## src/rtl/fetch_pkg.sv

```systemverilog
// Shared definitions for the fetch-side PC controller: FSM encodings,
// PC step size and the default reset address.
package fetch_pkg;

    typedef enum logic [1:0] {
        FS_RUN    = 2'b00,
        FS_BUBBLE = 2'b01,
        FS_HALT   = 2'b10
    } fetch_state_e;

    localparam logic [15:0] PC_STEP          = 16'd2;
    localparam logic [15:0] DEFAULT_RESET_PC = 16'h0000;

    // Instructions are halfword aligned, so bit 0 of any target is dropped.
    function automatic logic [15:0] align_pc(input logic [15:0] addr);
        return {addr[15:1], 1'b0};
    endfunction

endpackage

```

## src/rtl/fetch_pc_ctrl_if.sv

```systemverilog
// Handshake bundle between decode/execute and the fetch PC controller.
// The controller sits on the slave side; the pipeline drives the master side.
interface fetch_pc_ctrl_if #(
    parameter int N = 16
);
    logic         stall;
    logic         redirect_valid;
    logic [N-1:0] redirect_pc;
    logic         halt;
    logic [N-1:0] pc_out;
    logic [N-1:0] pc_inc;
    logic         fetch_valid;
    logic         flush_if;
    logic         halted;
    logic         misalign_err;

    modport master (
        output stall, redirect_valid, redirect_pc, halt,
        input  pc_out, pc_inc, fetch_valid, flush_if, halted, misalign_err
    );

    modport slave (
        input  stall, redirect_valid, redirect_pc, halt,
        output pc_out, pc_inc, fetch_valid, flush_if, halted, misalign_err
    );
endinterface

```

## src/rtl/cla_16b.sv

```systemverilog
// 16-bit carry-lookahead adder: four 4-bit lookahead groups with the group
// carries chained through group generate/propagate terms.
module cla_16b (
    input  logic [15:0] A,
    input  logic [15:0] B,
    input  logic        C_in,
    output logic [15:0] S,
    output logic        C_out
);
    logic [15:0] p;
    logic [15:0] g;
    logic [15:0] c;
    logic [3:0]  grp_p;
    logic [3:0]  grp_g;
    logic [4:0]  grp_c;

    assign p        = A ^ B;
    assign g        = A & B;
    assign grp_c[0] = C_in;

    generate
        for (genvar gi = 0; gi < 4; gi++) begin : g_group
            logic [3:0] gp;
            logic [3:0] gg;
            logic       ci;

            assign gp = p[4*gi +: 4];
            assign gg = g[4*gi +: 4];
            assign ci = grp_c[gi];

            assign c[4*gi]     = ci;
            assign c[4*gi + 1] = gg[0] | (gp[0] & ci);
            assign c[4*gi + 2] = gg[1] | (gp[1] & gg[0]) | (gp[1] & gp[0] & ci);
            assign c[4*gi + 3] = gg[2] | (gp[2] & gg[1]) | (gp[2] & gp[1] & gg[0])
                               | (gp[2] & gp[1] & gp[0] & ci);

            assign grp_p[gi] = &gp;
            assign grp_g[gi] = gg[3] | (gp[3] & gg[2]) | (gp[3] & gp[2] & gg[1])
                             | (gp[3] & gp[2] & gp[1] & gg[0]);
            assign grp_c[gi + 1] = grp_g[gi] | (grp_p[gi] & grp_c[gi]);
        end
    endgenerate

    assign S     = p ^ c;
    assign C_out = grp_c[4];
endmodule

```

## src/rtl/fetch_pc_ctrl.sv

```systemverilog
// Fetch PC generator: holds the architectural PC, applies stalls, takes
// branch/jump redirects with a fixed bubble window, and freezes on HALT.
module fetch_pc_ctrl
    import fetch_pkg::*;
#(
    parameter int           N                = 16,
    parameter logic [N-1:0] RESET_PC         = DEFAULT_RESET_PC,
    parameter int           REDIRECT_BUBBLES = 1
) (
    input  logic           clk,
    input  logic           rst_n,
    fetch_pc_ctrl_if.slave bus
);
    localparam logic [2:0] CNT_LOAD = 3'(REDIRECT_BUBBLES - 1);

    fetch_state_e state_reg, state_next;
    logic [N-1:0] pc_reg, pc_next;
    logic [2:0]   cnt_reg, cnt_next;
    logic         mis_reg, mis_next;
    logic [N-1:0] pc_inc_sum;
    logic         inc_carry_unused;

    cla_16b u_pc_inc (
        .A     (pc_reg),
        .B     (PC_STEP),
        .C_in  (1'b0),
        .S     (pc_inc_sum),
        .C_out (inc_carry_unused)
    );

    always_ff @(posedge clk or negedge rst_n) begin
        if (!rst_n) begin
            state_reg <= FS_RUN;
            pc_reg    <= RESET_PC;
            cnt_reg   <= 3'd0;
            mis_reg   <= 1'b0;
        end else begin
            state_reg <= state_next;
            pc_reg    <= pc_next;
            cnt_reg   <= cnt_next;
            mis_reg   <= mis_next;
        end
    end

    always_comb begin
        state_next = state_reg;
        pc_next    = pc_reg;
        cnt_next   = cnt_reg;
        // A redirect is only accepted outside HALT, so only then can it flag misalignment.
        mis_next   = mis_reg | (bus.redirect_valid & bus.redirect_pc[0] & (state_reg != FS_HALT));

        case (state_reg)
            FS_RUN: begin
                if (bus.redirect_valid) begin
                    pc_next    = align_pc(bus.redirect_pc);
                    cnt_next   = CNT_LOAD;
                    state_next = FS_BUBBLE;
                end else if (bus.halt) begin
                    state_next = FS_HALT;
                end else if (!bus.stall) begin
                    pc_next = pc_inc_sum;
                end
            end
            FS_BUBBLE: begin
                // Halt here comes from the wrong path; stall does not stretch the window.
                if (bus.redirect_valid) begin
                    pc_next  = align_pc(bus.redirect_pc);
                    cnt_next = CNT_LOAD;
                end else if (cnt_reg == 3'd0) begin
                    state_next = FS_RUN;
                end else begin
                    cnt_next = cnt_reg - 3'd1;
                end
            end
            FS_HALT: begin
                state_next = FS_HALT;
            end
            default: begin
                state_next = FS_RUN;
            end
        endcase
    end

    assign bus.pc_out       = pc_reg;
    assign bus.pc_inc       = pc_inc_sum;
    assign bus.fetch_valid  = (state_reg == FS_RUN) & ~bus.stall & rst_n;
    assign bus.flush_if     = bus.redirect_valid & (state_reg != FS_HALT) & rst_n;
    assign bus.halted       = (state_reg == FS_HALT);
    assign bus.misalign_err = mis_reg;
endmodule

```

## src/flat_wrapper.sv

```systemverilog
// flat-port wrapper written by rule: the top's interface ports become plain ports
module fetch_pc_ctrl_flat import fetch_pkg::*;
#(
    parameter int           N                = 16,
    parameter logic [N-1:0] RESET_PC         = DEFAULT_RESET_PC,
    parameter int           REDIRECT_BUBBLES = 1
)
  (clk, rst_n, bus_stall, bus_redirect_valid, bus_redirect_pc, bus_halt, bus_pc_out, bus_pc_inc, bus_fetch_valid, bus_flush_if, bus_halted, bus_misalign_err);
  fetch_pc_ctrl_if #(.N(N)) bus_i ();
  input  logic clk;
  input  logic rst_n;
  input wire logic [$bits(bus_i.stall)-1:0] bus_stall;
  input wire logic [$bits(bus_i.redirect_valid)-1:0] bus_redirect_valid;
  input wire logic [$bits(bus_i.redirect_pc)-1:0] bus_redirect_pc;
  input wire logic [$bits(bus_i.halt)-1:0] bus_halt;
  output wire logic [$bits(bus_i.pc_out)-1:0] bus_pc_out;
  output wire logic [$bits(bus_i.pc_inc)-1:0] bus_pc_inc;
  output wire logic [$bits(bus_i.fetch_valid)-1:0] bus_fetch_valid;
  output wire logic [$bits(bus_i.flush_if)-1:0] bus_flush_if;
  output wire logic [$bits(bus_i.halted)-1:0] bus_halted;
  output wire logic [$bits(bus_i.misalign_err)-1:0] bus_misalign_err;
  assign bus_i.stall = bus_stall;
  assign bus_i.redirect_valid = bus_redirect_valid;
  assign bus_i.redirect_pc = bus_redirect_pc;
  assign bus_i.halt = bus_halt;
  assign bus_pc_out = bus_i.pc_out;
  assign bus_pc_inc = bus_i.pc_inc;
  assign bus_fetch_valid = bus_i.fetch_valid;
  assign bus_flush_if = bus_i.flush_if;
  assign bus_halted = bus_i.halted;
  assign bus_misalign_err = bus_i.misalign_err;
  fetch_pc_ctrl #(.N(N), .RESET_PC(RESET_PC), .REDIRECT_BUBBLES(REDIRECT_BUBBLES)) u_core (.clk(clk), .rst_n(rst_n), .bus(bus_i));
endmodule
```

## config.mk

```make
export PLATFORM = sky130hd
export DESIGN_NAME = fetch_pc_ctrl_flat
export DESIGN_NICKNAME = d
export VERILOG_FILES = /design/src/rtl/fetch_pkg.sv /design/src/rtl/fetch_pc_ctrl_if.sv /design/src/rtl/cla_16b.sv /design/src/rtl/fetch_pc_ctrl.sv /design/src/flat_wrapper.sv
export SDC_FILE = /design/constraint.sdc
export NUM_CORES = 1
export LEC_CHECK = 0
export CORE_UTILIZATION = 55
export CTS_CLUSTER_SIZE = 14
export DETAILED_ROUTE_END_ITERATION = 10
export DONT_BUFFER_PORTS = 1
export PLACE_DENSITY = 0.7
export SLEW_MARGIN = 30
export SYNTH_ARGS = -nofsm -noshare
export SYNTH_HDL_FRONTEND = slang
export SYNTH_SLANG_ARGS = --single-unit
export TNS_END_PERCENT = 10
```

## constraint.sdc

```tcl
create_clock -name clk -period 3.3 [get_ports clk]
set_input_delay 0.495 -clock clk [delete_from_list [all_inputs] [get_ports clk]]
set_output_delay 0.495 -clock clk [all_outputs]
set_load 0.05 [all_outputs]
```

; ---- Word level (Yosys, flattened, before mapping)
; Index checks and enable logic that the tools add are counted.
[classes]
add_sub_neg = 1
bitwise = 33
mux = 14
reduce_logical = 8
n_eq_ne = 11
[op_table]
columns = operator, count
row1 = $mux W16, 4
row2 = $pmux W16 S2, 1
row3 = $and A1 B1 Y1, 29
row4 = $xor A16 B16 Y16, 1
row5 = $ne A3 B3 Y1 const B, 4
row6 = $reduce_and A4 Y1, 3
row7 = $mux W3, 3
row8 = $mux W2, 4
row9 = $ne A2 B2 Y1 const B, 4
row10 = $pmux W2 S3, 1
row11 = $pmux W3 S2, 1
row12 = $reduce_and A3 Y1, 2
row13 = $logic_not A3 Y1, 1
row14 = $sub A3 B1 Y3 const B, 1
row15 = $eq A2 B1 Y1 const B, 1
row16 = $eq A2 B2 Y1 const B, 1
row17 = $logic_not A2 Y1, 1
row18 = $ne A2 B1 Y1 const B, 1
row19 = $not A1 Y1, 2
row20 = $reduce_bool A2 Y1, 1
row21 = $or A1 B1 Y1, 1
[totals]
regBits = 22
input_bits = 21

; ---- Depth between registers and ports, before layout
[depth]
ltp_word = 10
ltp_mapped = 7
mapped_depth_nobuf = 7

; ---- Modules after synthesis
; A second synthesis with hierarchy kept.
[hier_totals]
hier_cells = 193
area_unflattened_um2 = 1811.7
[modules_own_cells]
columns = mod, seq_area_each_um2, instances, cells_each, area_each_um2
row1 = fetch_pc_ctrl, 550.5, 1, 104, 1094.8
row2 = cla_16b, 0.0, 1, 89, 716.9

; ---- Worst setup path after synthesis
; Ideal clock, no wire load.
[synth_timing]
path_kind = register to output
startpoint = reg u_core.pc_reg[5] (netlist: u_core.bus.pc_out[5])
endpoint = out bus_pc_inc[13]
stages_incl_launch_ff = 5
slack_ns = 0.380
t_required_ns = 2.805
t_arrival_ns = 2.425
path_cell_list = dfrtp_1 -> buf_2 -> nand4_4 -> or4_4 -> xnor2_1
[synth_via]
elab_chain_cells = 5
[synth_rtl]
columns = element, line
row1 = "start, declared", fetch_pc_ctrl.sv:17  ; logic [N-1:0] pc_reg, pc_next;
row2 = "start signal, assigned", fetch_pc_ctrl.sv:39  ; pc_reg <= pc_next;
row3 = $reduce_and A4 Y1, cla_16b.sv:37  ; assign grp_p[gi] = &gp;
row4 = $and A1 B1 Y1 (2 in a row), cla_16b.sv:40  ; assign grp_c[gi + 1] = grp_g[gi] | (grp_p[gi] & grp_c[gi]);
row5 = $and A1 B1 Y1, cla_16b.sv:32  ; assign c[4*gi + 1] = gg[0] | (gp[0] & ci);
row6 = $xor A16 B16 Y16, cla_16b.sv:44  ; assign S = p ^ c;
row7 = "end, declared", flat_wrapper.sv:17  ; output wire logic [$bits(bus_i.pc_inc)-1:0] bus_pc_inc;
; Every way passes these cells.

; ---- Final worst setup path
[layout_timing]
startpoint = reg u_core.pc_reg[12] (netlist: u_core.bus.pc_out[12])
endpoint = out bus_pc_inc[14]
[layout_via]
elab_chain_cells = 3
[layout_rtl]
columns = element, line
row1 = $and A1 B1 Y1 (2 in a row), cla_16b.sv:33  ; assign c[4*gi + 2] = gg[1] | (gp[1] & gg[0]) | (gp[1] & gp[0] & ci);
row2 = $xor A16 B16 Y16, cla_16b.sv:44
; Every way passes these cells.

==> flow_summary.toml <==
[logic_synthesis]
syn_inst = 159
synth_mux_area_frac = 0.0285
synth.distinct_cells = 37
ys_top_cells_by_area = "dfrtp_1, xnor2_1, nand3_1"
synth-adder-area-share = 0.0357
yosysMostFrequentCell = "dfrtp_1"
yosysSeqAreaShare = 0.375
synth_common_cells = "dfrtp_1, nand2_1, nand3_1"
synth_top_family_by_area = "simple AND/OR/NAND/NOR gates"
synth_xor_area_frac = 0.0749
avgSynthCellArea_sq_um = 8.82
netlist_area_sq_um = 1400
synth_compound_area_frac = 0.193
synthFlopType = "dfrtp_1"
yosys.area.top_type = "dfrtp_1"
ys_async_sr_fraction = 1.00
synth_edf_count = 0
synthSimpleGateAreaFrac = 0.224
synth.top_cell.area_share = 0.375
ys_warn_count = 0
ys_ff_latch = 21

[clock_tree]
clkLatencyLatePin_ns = 0.30
cts_buffers = 3
htreeDepth = 1
cts_tree = "yes"
clock-sinks = 21
cts_buffer_depth = 2
path_clk_slew_ns = 0.12
cts_root_buf = "clkbuf_4"

[finish]
final_nets = 205
drive_above_1_share = 0.212
largest_reg_flops = 15
finalNonFillerCells = 207
postLayoutCoreUtil = 0.708
n_antenna_cell = 0
synthToLayoutAreaGrowth_pct = 16.0

[route]
drt_pass1_iterations = 4
routed_wl_um = 3400
via_per_inst = 6.33
wl_per_cell_um = 16.4
num_vias = 1311
ant_nets = 0
drc_errors = 0
drt_iter0_markers = 29

[floorplanning]
initial_core_util = 0.611
core_area_sq_um = 2300
fp-row-count = 17
fp.dieW_um = 52.5
die_h_um = 52.5
die-area_sq_um = 2760
io_pins = 57

[sta]
fin_setup_tns_ns = 0
finalHoldViolCount = 0
grt_setup_unrepaired = "false"
slew_viol_final = 0
timing.hold.ws_ns = 0.125
finalClockSkew_ns = 0.00145
fmax_ghz = 0.356
setup_viol = 0
slew_headroom = 0.470
period_share = 0.850
fin_crit_ns = 2.81
tightestPinTransition_ns = 0.788

[placed_design]
place.gp.congestion = 0.877
port_buffers = 0
dp_cells = 202
dpl.hpwl_um = 2490

[setup_path]
cp.required_ns = 2.80
worstPathArrival_ns = 2.31
startpoint_type = "flop"
path_max_fanout = 7
cp-end-kind = "output pin"
max_stage_delay_ns = 0.76
worstPathCellList = "nand3_1, nor4_1, xnor2_2"
crit_type = "reg -> out"
cp_slowest_cell = "dfrtp_1"

[job]
maxCapViolCount = 0

[grt]
grt_antenna_before_repair = 0
grt_pass1_vias = 1087
grt-ovfl-total = 0
grt_max_degree = 22
grtUsageTotal = 0.266
grt_pass1_wl_um = 5330

[worst_hold_path]
hold_class = "in -> async"

[status]
status = "complete, no violations"
repair_timing:
item,4_1_cts,5_1_grt
buffers inserted,0,0
hold buffers,1,0
gates resized for setup,0,0
setup endpoints to repair,0,0
hold endpoints to repair,21,0
critical path, delay by kind of cell (launching register included):
kind,cells,cell delay (ns)
XOR/XNOR,1,0.36
flip-flops,1,0.76
AND/OR/NAND/NOR,2,0.89
area by class of cell:
| cell class | count | area, sq um |
|---|---|---|
| tap | 28 | 35.0 |
| fill | 189 | 671 |
| sequential | 21 | 526 |
| multi-input combinational | 117 | 805 |
| inverter | 11 | 41.3 |
| clock inverter | 1 | 5.00 |
| timing repair buffer | 26 | 193 |
| clock buffer | 3 | 22.5 |
layer usage:
layer  up-vias  wire [um]  global-route usage
met5         -          0                   0
met4         0         34              0.0921
met3         4        212              0.0435
met2        51       1640               0.405
met1       631       1510               0.380
li1        625          -                   -
kinds of logic after synthesis:
group,after synthesis
muxes,4
AOI/OAI and AO/OA,41
xor gates and xnor gates,12
buffers and inverters,22
DFF,21
and+or+nand+nor,54
adders and majority gates,4
other,1
cell usage in the layout (no fill, tap or decap), types with 2 or more instances in the layout:
cell,n
a21oi_1,9
a22oi_1,3
a2bb2oi_1,5
a31oi_1,3
a32oi_1,4
and3_1,2
buf_4,25
clkbuf_4,3
conb_1,2
dfrtp_1,21
ha_1,4
inv_1,10
mux2i_1,4
nand2_1,14
nand2b_1,3
nand3_1,12
nand4_1,2
nand4b_1,3
nor2_1,4
nor3_1,5
nor4_1,2
o211ai_1,3
o21ai_0,6
o22ai_1,5
or4_1,2
xnor2_1,6
xor2_1,5
metrics by stage:
stage               area (sq um)  setup slack (ns)
floorplan                   1410             0.380
global placement            1590             0.807
detailed placement          1590             0.870
CTS                         1630             0.514
global route                1630             0.376
finish                      1630             0.494
worst paths after layout:
| check | slack (ns) | depth (start not counted) | start | endpoint |
|---|---|---|---|---|
| min in group clk | 0.26 | 1 | bus_redirect_valid | u_core.cnt_reg[0] |
| max reg2reg | 1.13 | 5 | u_core.state_reg[1] | u_core.bus.pc_out[5] |
| max in group asynchronous | 2.85 | 1 | rst_n | u_core.bus.pc_out[7] |
| min | 0.13 | 1 | rst_n | u_core.bus.pc_out[14] |
| min reg2reg | 0.56 | 2 | u_core.cnt_reg[2] | u_core.cnt_reg[2] |
| max | 0.49 | 3 | u_core.bus.pc_out[12] | bus_pc_inc[14] |
Power is left out: the tool's default activity adds up to more than one toggle a clock period on the data nets, which glitch-free logic cannot reach.
